`src/rtl/tinyrisc_pkg.sv`:
```
// tinyrisc_pkg: shared TinyRISC decode definitions for the hazard unit.
//   - opcode values (bits [31:27]) and instruction field positions
//   - forwarding-select encoding and the mul/div/mod FSM state type
//   - decode helpers: writer/destination, source-operand readers and a
//     MA-over-WB forwarding picker
package tinyrisc_pkg;

  localparam logic [4:0] OP_ADD  = 5'd0;
  localparam logic [4:0] OP_SUB  = 5'd1;
  localparam logic [4:0] OP_MUL  = 5'd2;
  localparam logic [4:0] OP_DIV  = 5'd3;
  localparam logic [4:0] OP_MOD  = 5'd4;
  localparam logic [4:0] OP_CMP  = 5'd5;
  localparam logic [4:0] OP_AND  = 5'd6;
  localparam logic [4:0] OP_OR   = 5'd7;
  localparam logic [4:0] OP_NOT  = 5'd8;
  localparam logic [4:0] OP_MOV  = 5'd9;
  localparam logic [4:0] OP_LSL  = 5'd10;
  localparam logic [4:0] OP_LSR  = 5'd11;
  localparam logic [4:0] OP_ASR  = 5'd12;
  localparam logic [4:0] OP_NOP  = 5'd13;
  localparam logic [4:0] OP_LD   = 5'd14;
  localparam logic [4:0] OP_ST   = 5'd15;
  localparam logic [4:0] OP_BEQ  = 5'd16;
  localparam logic [4:0] OP_BGT  = 5'd17;
  localparam logic [4:0] OP_B    = 5'd18;
  localparam logic [4:0] OP_CALL = 5'd19;
  localparam logic [4:0] OP_RET  = 5'd20;

  localparam int OP_MSB  = 31;
  localparam int OP_LSB  = 27;
  localparam int IMM_BIT = 26;
  localparam int RD_MSB  = 25;
  localparam int RD_LSB  = 22;
  localparam int RS1_MSB = 21;
  localparam int RS1_LSB = 18;
  localparam int RS2_MSB = 17;
  localparam int RS2_LSB = 14;

  typedef enum logic [1:0] {
    FWD_NONE = 2'b00,
    FWD_MA   = 2'b01,
    FWD_WB   = 2'b10
  } fwd_sel_e;

  typedef enum logic {
    MD_IDLE = 1'b0,
    MD_BUSY = 1'b1
  } md_state_e;

  function automatic logic [4:0] opcode(input logic [31:0] instr);
    return instr[OP_MSB:OP_LSB];
  endfunction

  // add..asr occupy the contiguous low opcode range
  function automatic logic is_alu(input logic [4:0] op);
    return (op <= OP_ASR);
  endfunction

  function automatic logic is_md(input logic [4:0] op);
    return (op == OP_MUL) || (op == OP_DIV) || (op == OP_MOD);
  endfunction

  function automatic logic is_writer(input logic [31:0] instr);
    logic [4:0] op;
    op = opcode(instr);
    return (is_alu(op) && (op != OP_CMP)) || (op == OP_LD) || (op == OP_CALL);
  endfunction

  // call implicitly writes the return-address register
  function automatic logic [3:0] dest_reg(input logic [31:0] instr, input logic [3:0] ra);
    return (opcode(instr) == OP_CALL) ? ra : instr[RD_MSB:RD_LSB];
  endfunction

  // ret's implicit ra read is presented on the rs1 path
  function automatic logic reads_rs1(input logic [31:0] instr);
    logic [4:0] op;
    op = opcode(instr);
    return (is_alu(op) && (op != OP_NOT) && (op != OP_MOV)) ||
           (op == OP_LD) || (op == OP_ST) || (op == OP_RET);
  endfunction

  function automatic logic [3:0] src1_reg(input logic [31:0] instr, input logic [3:0] ra);
    return (opcode(instr) == OP_RET) ? ra : instr[RS1_MSB:RS1_LSB];
  endfunction

  function automatic logic reads_rs2(input logic [31:0] instr);
    logic [4:0] op;
    op = opcode(instr);
    return is_alu(op) && (op != OP_NOT) && (op != OP_MOV) && !instr[IMM_BIT];
  endfunction

  function automatic logic reads_rd(input logic [31:0] instr);
    return (opcode(instr) == OP_ST);
  endfunction

  // Youngest producer wins: MA is checked before WB, so at most one bit is set
  function automatic fwd_sel_e fwd_pick(input logic rd_en, input logic [3:0] src,
                                        input logic ma_ok, input logic [3:0] ma_dst,
                                        input logic wb_ok, input logic [3:0] wb_dst);
    if (rd_en && ma_ok && (ma_dst == src)) begin
      return FWD_MA;
    end else if (rd_en && wb_ok && (wb_dst == src)) begin
      return FWD_WB;
    end else begin
      return FWD_NONE;
    end
  endfunction

endpackage

```
`src/rtl/hazard_fwd_ctrl_md.sv`:
```
// md_stall_fsm: holds a mul/div/mod in EX for MD_LAT cycles.
//   clk, rst      : clock, synchronous active-high reset
//   vld_ex, op_ex : EX valid bit and opcode
//   md_stall      : high for the first MD_LAT-1 cycles of EX residency
module md_stall_fsm
  import tinyrisc_pkg::*;
#(
  parameter int MD_LAT = 4
) (
  input  logic       clk,
  input  logic       rst,
  input  logic       vld_ex,
  input  logic [4:0] op_ex,
  output logic       md_stall
);

  localparam int CNTW = $clog2(MD_LAT) + 1;
  localparam logic [CNTW-1:0] CNT_ZERO = {CNTW{1'b0}};
  localparam logic [CNTW-1:0] CNT_ONE  = CNTW'(1);
  localparam logic [CNTW-1:0] CNT_LOAD = (MD_LAT > 1) ? CNTW'(MD_LAT - 2) : CNT_ZERO;
  localparam logic            MULTI    = (MD_LAT > 1);

  md_state_e       state_r;
  logic [CNTW-1:0] cnt_r;
  logic            start_s;

  // single-cycle units never need to stall
  assign start_s = MULTI && vld_ex && is_md(op_ex);

  // stall request: immediate on entry, then until the counter drains
  always_comb begin
    md_stall = 1'b0;
    case (state_r)
      MD_IDLE: md_stall = start_s;
      MD_BUSY: md_stall = (cnt_r != CNT_ZERO);
      default: md_stall = 1'b0;
    endcase
  end

  // state and down-counter; the release cycle always returns to IDLE
  always_ff @(posedge clk) begin
    if (rst) begin
      state_r <= MD_IDLE;
      cnt_r   <= CNT_ZERO;
    end else begin
      case (state_r)
        MD_IDLE: begin
          if (start_s) begin
            state_r <= MD_BUSY;
            cnt_r   <= CNT_LOAD;
          end else begin
            state_r <= MD_IDLE;
            cnt_r   <= cnt_r;
          end
        end
        MD_BUSY: begin
          if (cnt_r != CNT_ZERO) begin
            state_r <= MD_BUSY;
            cnt_r   <= cnt_r - CNT_ONE;
          end else begin
            state_r <= MD_IDLE;
            cnt_r   <= CNT_ZERO;
          end
        end
        default: begin
          state_r <= MD_IDLE;
          cnt_r   <= CNT_ZERO;
        end
      endcase
    end
  end

endmodule

```
`src/rtl/hazard_fwd_ctrl.sv`:
```
// hazard_fwd_ctrl: forwarding selects and pipeline hold/bubble/flush control
// for the 5-stage TinyRISC pipeline.
//   in : clk, rst (sync, active-high), instr_{OF,EX,MA,WB}, vld_{OF,EX,MA,WB},
//        br_taken_EX
//   out: fwd_of_rs1/2 (WB->OF), fwd_ex_rs1/2/st (00 none, 01 MA, 10 WB),
//        fwd_ma_st (WB->st data in MA), hold_IF/OF/EX, bubble_EX/MA,
//        flush_OF, stall_cycles (saturating count of hold_OF cycles)
module hazard_fwd_ctrl
  import tinyrisc_pkg::*;
#(
  parameter int NREG   = 16,
  parameter int RW     = 4,
  parameter int MD_LAT = 4,
  parameter int CW     = 16
) (
  input  logic          clk,
  input  logic          rst,
  input  logic [31:0]   instr_OF,
  input  logic [31:0]   instr_EX,
  input  logic [31:0]   instr_MA,
  input  logic [31:0]   instr_WB,
  input  logic          vld_OF,
  input  logic          vld_EX,
  input  logic          vld_MA,
  input  logic          vld_WB,
  input  logic          br_taken_EX,
  output logic          fwd_of_rs1,
  output logic          fwd_of_rs2,
  output logic [1:0]    fwd_ex_rs1,
  output logic [1:0]    fwd_ex_rs2,
  output logic [1:0]    fwd_ex_st,
  output logic          fwd_ma_st,
  output logic          hold_IF,
  output logic          hold_OF,
  output logic          hold_EX,
  output logic          bubble_EX,
  output logic          bubble_MA,
  output logic          flush_OF,
  output logic [CW-1:0] stall_cycles
);

  localparam logic [RW-1:0] RA     = RW'(NREG - 1);
  localparam logic [CW-1:0] CNT_MAX = {CW{1'b1}};

  logic          unused_bits_s;
  logic          md_stall_s;
  logic          ld_use_s;
  logic          ex_ld_s;
  logic          ma_src_s;
  logic          wb_src_s;
  logic [RW-1:0] ma_dst_s;
  logic [RW-1:0] wb_dst_s;
  logic [CW-1:0] stall_r;

  // operand fields are not used by every stage
  assign unused_bits_s = ^{instr_OF, instr_EX, instr_MA, instr_WB};

  // a load in MA has no data yet, so it never forwards into EX
  assign ma_src_s = vld_MA && is_writer(instr_MA) && (opcode(instr_MA) != OP_LD);
  assign wb_src_s = vld_WB && is_writer(instr_WB);
  assign ma_dst_s = dest_reg(instr_MA, RA);
  assign wb_dst_s = dest_reg(instr_WB, RA);

  // forwarding selects for OF, EX and MA consumers
  always_comb begin
    fwd_of_rs1 = vld_OF && reads_rs1(instr_OF) && wb_src_s &&
                 (src1_reg(instr_OF, RA) == wb_dst_s);
    fwd_of_rs2 = vld_OF && reads_rs2(instr_OF) && wb_src_s &&
                 (instr_OF[RS2_MSB:RS2_LSB] == wb_dst_s);
    fwd_ex_rs1 = fwd_pick(vld_EX && reads_rs1(instr_EX), src1_reg(instr_EX, RA),
                          ma_src_s, ma_dst_s, wb_src_s, wb_dst_s);
    fwd_ex_rs2 = fwd_pick(vld_EX && reads_rs2(instr_EX), instr_EX[RS2_MSB:RS2_LSB],
                          ma_src_s, ma_dst_s, wb_src_s, wb_dst_s);
    fwd_ex_st  = fwd_pick(vld_EX && reads_rd(instr_EX), instr_EX[RD_MSB:RD_LSB],
                          ma_src_s, ma_dst_s, wb_src_s, wb_dst_s);
    fwd_ma_st  = vld_MA && reads_rd(instr_MA) && wb_src_s &&
                 (instr_MA[RD_MSB:RD_LSB] == wb_dst_s);
  end

  // load in EX whose destination is any operand of the OF instruction
  assign ex_ld_s  = vld_EX && (opcode(instr_EX) == OP_LD);
  assign ld_use_s = ex_ld_s && vld_OF &&
                    ((reads_rs1(instr_OF) && (src1_reg(instr_OF, RA) == instr_EX[RD_MSB:RD_LSB])) ||
                     (reads_rs2(instr_OF) && (instr_OF[RS2_MSB:RS2_LSB] == instr_EX[RD_MSB:RD_LSB])) ||
                     (reads_rd(instr_OF)  && (instr_OF[RD_MSB:RD_LSB] == instr_EX[RD_MSB:RD_LSB])));

  md_stall_fsm #(
    .MD_LAT(MD_LAT)
  ) u_md_stall_fsm (
    .clk     (clk),
    .rst     (rst),
    .vld_ex  (vld_EX),
    .op_ex   (instr_EX[OP_MSB:OP_LSB]),
    .md_stall(md_stall_s)
  );

  // control priority: md stall, then taken branch (kills ld_use), then ld_use
  always_comb begin
    hold_IF   = 1'b0;
    hold_OF   = 1'b0;
    hold_EX   = 1'b0;
    bubble_EX = 1'b0;
    bubble_MA = 1'b0;
    flush_OF  = 1'b0;
    if (md_stall_s) begin
      hold_IF   = 1'b1;
      hold_OF   = 1'b1;
      hold_EX   = 1'b1;
      bubble_MA = 1'b1;
    end else if (br_taken_EX) begin
      flush_OF  = 1'b1;
      bubble_EX = 1'b1;
    end else if (ld_use_s) begin
      hold_IF   = 1'b1;
      hold_OF   = 1'b1;
      bubble_EX = 1'b1;
    end else begin
      hold_IF   = 1'b0;
    end
  end

  // saturating count of cycles in which OF was held
  always_ff @(posedge clk) begin
    if (rst) begin
      stall_r <= {CW{1'b0}};
    end else if (hold_OF && (stall_r != CNT_MAX)) begin
      stall_r <= stall_r + CW'(1);
    end else begin
      stall_r <= stall_r;
    end
  end

  assign stall_cycles = stall_r;

endmodule

```
`config.mk`:
```
export PLATFORM = sky130hd
export DESIGN_NAME = hazard_fwd_ctrl
export DESIGN_NICKNAME = d
export VERILOG_FILES = /design/src/rtl/tinyrisc_pkg.sv /design/src/rtl/hazard_fwd_ctrl_md.sv /design/src/rtl/hazard_fwd_ctrl.sv
export SDC_FILE = /design/constraint.sdc
export NUM_CORES = 1
export LEC_CHECK = 0
export BUFFER_PORTS_ARGS = -buffer_cell sky130_fd_sc_hd__buf_2
export CELL_PAD_IN_SITES_DETAIL_PLACEMENT = 0
export CELL_PAD_IN_SITES_GLOBAL_PLACEMENT = 1
export CORE_MARGIN = 4
export CORE_UTILIZATION = 27
export CTS_CLUSTER_DIAMETER = 60
export CTS_CLUSTER_SIZE = 8
export DETAILED_ROUTE_END_ITERATION = 6
export PLACE_DENSITY = 0.89
export RECOVER_POWER = 25
export SLEW_MARGIN = 20
export SYNTH_ARGS = -nofsm -noshare
export SYNTH_HDL_FRONTEND = slang
export SYNTH_HIERARCHICAL = 1
export SYNTH_SLANG_ARGS = --single-unit
```
`constraint.sdc`:
```
create_clock -name clk -period 3.8 [get_ports clk]
set_input_delay 0.57 -clock clk [delete_from_list [all_inputs] [get_ports clk]]
set_output_delay 0.57 -clock clk [all_outputs]
set_load 0.01 [all_outputs]
```
* Yosys cells after proc, flatten, opt, wreduce, memory -nomap -nowiden *
Index checks and enable logic that the tools add are counted.
W data, S select, Z words.

word-level totals
  input port bits = 135
  bits in registers = 20
  word-level logic and storage cells = 130

cells by class
  reduce and logical (&&, ||, !) cells = 60
  add/sub/neg operators = 2
  order comparisons = 4
  multiplexer cells = 25
  bitwise gates (word level) = 1
  equality and inequality tests = 35

operator list
  cell                     count
  $eq A4 B4 Y1             12
  $logic_and A1 B1 Y1      43
  $eq A5 B4 Y1 const B     7
  $ne A5 B4 Y1 const B     5
  $eq A5 B5 Y1 const B     4
  $le A5 B4 Y1 const B     4
  $add A16 B1 Y16 const B  1
  $mux W4                  4
  $ne A16 B16 Y1 const B   1
  $logic_or A1 B1 Y1       14
  $mux W2                  6
  $eq A5 B2 Y1 const B     2
  $mux W1                  10
  $ne A5 B3 Y1 const B     2
  $mux W3                  2
  $pmux W3 S2              1
  $eq A5 B3 Y1 const B     1
  $pmux W1 S2              2
  $reduce_bool A3 Y1       1
  $sub A3 B1 Y3 const B    1
  $logic_not A1 Y1         2
  $ne A2 B1 Y1 const B     1
  $not A1 Y1               1

* Logic depth before layout (Yosys ltp) *
  word-level depth = 14
  mapped depth = 10
  gate-level depth less buffers = 7

* Cells and area by module *
The synthesis kept the hierarchy.

modules (own cells, without submodules)
  module           area each (µm²)  cells each  times used
  hazard_fwd_ctrl  2058.2           287         1
  md_stall_fsm     235.2            25          1

* Worst setup path after synthesis *
Ideal clock, no wire load.

  path kind = input to output
  start point = input port vld_EX
  end point = output port hold_OF
  stages on the path = 9
  path buffers = 3
  data arrival time = 2.545 ns
  slack = 0.685 ns
  cell sequence = inv_1 > or4b_4 > or4_1 > a2111oi_2 > a221oi_2 > buf_6 > buf_2 > inv_2 > buf_4

on the way
  word-level cells in the longest chain between the ends = 6
  elaborated cells between the ends (all ways) = 8
  classes of those cells = 4 x mux; 4 x reduce/logical

ends and longest elaborated chain
  element                           RTL line               source
  from (decl)                       hazard_fwd_ctrl.sv:23  input logic vld_EX,
  $logic_and A1 B1 Y1               hazard_fwd_ctrl.sv:81  assign ex_ld_s = vld_EX && (opcode(instr_EX) == OP_LD);
  $logic_and A1 B1 Y1 (2 in a row)  hazard_fwd_ctrl.sv:82  assign ld_use_s = ex_ld_s && vld_OF &&
  $mux W1 (2 in a row)              --
  $mux W1 *                         --
  to (decl)                         hazard_fwd_ctrl.sv:34  output logic hold_OF,

Mark *: on every way between the ends. The rest lies on a longest branch, timed or not.

* Worst setup path after layout *
  start point = input port instr_OF[28]
  end point = output port bubble_EX

on the way
  word-level cells in the longest chain between the ends = 13
  elaborated cells between the ends (all ways) = 23
  classes of those cells = 1 x order compare; 6 x eq/ne; 4 x mux; 12 x reduce/logical

ends and longest elaborated chain
  element                                              RTL line                                                    source
  from (decl)                                          hazard_fwd_ctrl.sv:18                                       input logic [31:0] instr_OF,
  $le A5 B4 Y1 / $ne A5 B4 Y1 (equally long branches)  tinyrisc_pkg.sv:57, tinyrisc_pkg.sv:79, tinyrisc_pkg.sv:90
  $logic_and A1 B1 Y1 (2 in a row)                     tinyrisc_pkg.sv:79, tinyrisc_pkg.sv:90
  $logic_or A1 B1 Y1                                   tinyrisc_pkg.sv:79                                          return (is_alu(op) && (op != OP_NOT) && (op != OP_MOV)) ||
  $logic_or A1 B1 Y1 (2 in a row)                      tinyrisc_pkg.sv:80                                          (op == OP_LD) || (op == OP_ST) || (op == OP_RET);
  $logic_and A1 B1 Y1                                  hazard_fwd_ctrl.sv:83                                       ((reads_rs1(instr_OF) && (src1_reg(instr_OF, RA) == instr_EX[RD_MSB:RD_LSB])) ||
  $logic_or A1 B1 Y1                                   hazard_fwd_ctrl.sv:83
  $logic_or A1 B1 Y1 *                                 hazard_fwd_ctrl.sv:84                                       (reads_rs2(instr_OF) && (instr_OF[RS2_MSB:RS2_LSB] == instr_EX[RD_MSB:RD_LSB])) ||
  $logic_and A1 B1 Y1 *                                hazard_fwd_ctrl.sv:82
  $mux W1 *                                            hazard_fwd_ctrl.sv:113                                      end else if (ld_use_s) begin
  $mux W1 *                                            hazard_fwd_ctrl.sv:110                                      end else if (br_taken_EX) begin
  $mux W1 *                                            hazard_fwd_ctrl.sv:105                                      if (md_stall_s) begin
  to (decl)                                            hazard_fwd_ctrl.sv:36                                       output logic bubble_EX,

Marks and branches as above.

==> impl_results.md <==
- Outcome: complete, no violations
- Port Buffers: 91
- Fmax: 0.297 GHz
- Fillers: roughly 900
- # DRC: 0
- RR Endpoint: stall_cycles[7]
- CTS tree: yes
- Hold Crit Start: stall_cycles[14]
- Iteration-0 DRC Markers: 58
- Seq cells post-synth: 20
- Synth warn: 6
- Post-route ant nets: 0
- Total negative slack: 0 ns
- Seq/Total Area, Yosys: 17.5%
- HP Class: reg2reg
- Crit-path max FO: 6
- Initial antenna violation count: 0
- Clk buf depth: 2
- Cts repair resizes: 0
- CTS buffer count: 3
- Clk Latency, worst-skew pair: ~0.26 ns
- Nets@finish: 530
- Routed vias: 2562
- Synth Net Count: 448
- Core ar.: 8260 sq um
- R2R Setup Slk: 1.46 ns
- Synth-to-Final Area Change: 25.8%
- Post-synth top area share: 17.5%
- GRT Resource Usage Total: between 10 and 15%
- Via/cell ratio: 5.14
- Slowest cell delay on critical path: between 0.6 and 0.7 ns
- Power per Cell Area: around 210 nW/um^2
- DIE WIDTH: ~100 um
- Hold EP: stall_cycles[14]
- Grt total ovfl: 0
- # setup viols final: 0
- Critical path class: in2out
- Pleak: 1.19 nW
- CP Buf/Inv Count: 2
- Synth area leader: dfxtp_1
- Hold slack final: between 0.5 and 0.6 ns
- Max-cap violation count: 0
- Final Routed Wirelength: 6810 um
- CTS Hold Bufs: 0
- Cell Area, Placed: 2830 sq um
- Final Hold Fails: 0
- Multi-input logic area: 1750 sq um
- Commonest cells post-synth: 31 x a21oi_1, 24 x nor2_1, 21 x nand2_1
- First-pass GRT wire length: 11400 um
- CP Launch Type: input port
- Fraction of layout cells with a size suffix above 1: 26.2%
- Slew headroom: about a third
- Detailed Place HPWL: 5540 um
- Hold path depth: 2
- Top_reg_cell synth: dfxtp_1
- Cell breakdown of the critical path: buf_2 -> nor3b_1 -> a21oi_1 -> a211oi_1 -> a21oi_1 -> or4_1 -> a21oi_1 -> buf_2
- WP data arrival: around 2.8 ns
- Vias in the first global route: 2457
- First drt pass iteration count: 4
- Max VDD drop: 0.000163 V
- Initial Utilization: roughly 28%
- Critical Path End Type: output port
- Post-synth EDFFs: 0
- Reg2Reg Depth: 6
- Core Util, Final: roughly a third
- Final Max Slew Viols: 0
- Worst Path Required: approximately 3.2 ns
- Setup Skew: 0.00829 ns
- H-tree Lvls: 1
- Worst path most repeated cell: a21oi_1
- Overall Power: slightly above 0.6 mW
- CTS root buffer: clkbuf_8
- RR Startpoint: stall_cycles[3]
- Worst Max-Slew Pin Slew: 1.00 ns
- Die area: 10000 sq um
- Post CTS Setup Buffer Count: 0
- Async set-reset flop share out of synthesis: 0%
- Top-Level Pins: 166
- Netlist cell types: 62
- Clock slew at reported path FFs: 0.08 ns
- Routed WL per cell: 13.7 um
- FF+latch area: 400 sq um
- Post-route clock period utilization: 88.5%
- Cell row count: 33
- Family with the most delay on the worst path: simple AND/OR/NAND/NOR gates
- RSZ-0062 raised after global routing: false
- Final min period: around 3.4 ns
- Die Ht: 100 um
- Post-route cell area: 2880 sq um
- Syn_area_per_cell: 7.35 sq um
- Clock sinks: 20
- Antenna diodes: 0
- Synth area leaders: dfxtp_1 17%, xor2_1 7.3%, a21oi_1 6.8%, xnor2_1 6.5%, nor2_1 3.9%
- Pin count of the biggest net entering global routing: 28
- CP max-delay cell: nor3b_1
- Most common cell in the netlist: a21oi_1
- GPL Wtd Cong: 0.758
- Post-Syn Area: 2290 sq um
- Post-Syn Instances: 312
==> sequential cells by signal, summed over array words and instances (netlist names) <==
register,count
stall_cycles,16
u_md_stall_fsm/cnt_r,3
u_md_stall_fsm/state_r,1
==> worst reg2reg max path, delay by kind of cell (launching register included) <==
family / cells / cell delay (ns)
mux: 1 / 0.31
simple gates: 5 / 1.53
flops: 1 / 0.40
==> logic make-up (layout without fill, tap and decap cells) <==
family	Yosys count	count (layout)	share of synthesized area, %
and+or+nand+nor	130	130	32.7
AOI/OAI and AO/OA	81	81	23.9
xor gates and xnor gates	36	36	13.7
buffers and inverters	32	113	5.95
DFF	20	20	17.5
muxes	12	12	5.73
adders and majority gates	1	1	0.545
==> through the flow <==
stage	setup slack [ns]	std cells
after floorplan	0.685	312
after global placement	0.517	494
after detailed placement	0.482	494
after CTS	0.456	498
after global routing	0.265	498
final	0.437	498
==> layout by cell type (no fill, tap or decap), types with 3 or more instances in the layout <==
cell type / instances
o21ai_1: 8
nor2b_1: 13
clkbuf_8: 3
o22ai_1: 3
or3_1: 3
o21ai_0: 11
o21a_1: 3
xor2_1: 19
nor4_1: 8
mux2_1: 7
o31ai_1: 6
nor3b_1: 6
buf_2: 82
a21oi_1: 31
nor3_1: 9
buf_4: 4
mux2i_1: 3
nand2_1: 21
clkbuf_1: 9
or4_1: 9
nor4b_1: 5
inv_1: 12
nand4_1: 8
dfxtp_1: 20
nand3_1: 7
nor2_1: 24
xnor2_1: 17
==> how the worst max path moves through the flow <==
stage / start / end / slack (ns) / cells past startpoint
after detailed placement: instr_OF[28] / bubble_EX / 0.48 / 8
final: instr_OF[28] / bubble_EX / 0.44 / 8
after global placement: instr_OF[28] / bubble_EX / 0.52 / 8
after global routing: instr_WB[27] / fwd_ex_rs1[1] / 0.27 / 8
after floorplan: vld_EX / hold_OF / 0.69 / 9
after CTS: instr_OF[28] / bubble_EX / 0.46 / 8
==> layout make-up <==
type	instances	area share, %
clock buffer	3	1.43
tap	105	4.56
timing repair buffer	95	16.4
multi-input combinational	260	60.8
clock inverter	1	1.04
sequential	20	13.9
inverter	14	1.82
==> where the power goes <==
group	switching [mW]	leakage [nW]	total [mW]	internal, mW
logic	0.0996	0.997	0.179	0.0793
registers	0.00101	0.161	0.211	0.210
clock network	0.0743	0.0357	0.215	0.141
total	0.175	1.19	0.605	0.430
==> layer usage <==
metal	track usage [%]	vias up	part of all wire (%)
met5	0	-	0
met4	3.73	0	1.2
met3	1.18	7	5.4
met2	23.7	65	49
met1	17.4	1181	45
li1	-	1309	-
(Power assumes the default switching activity.)
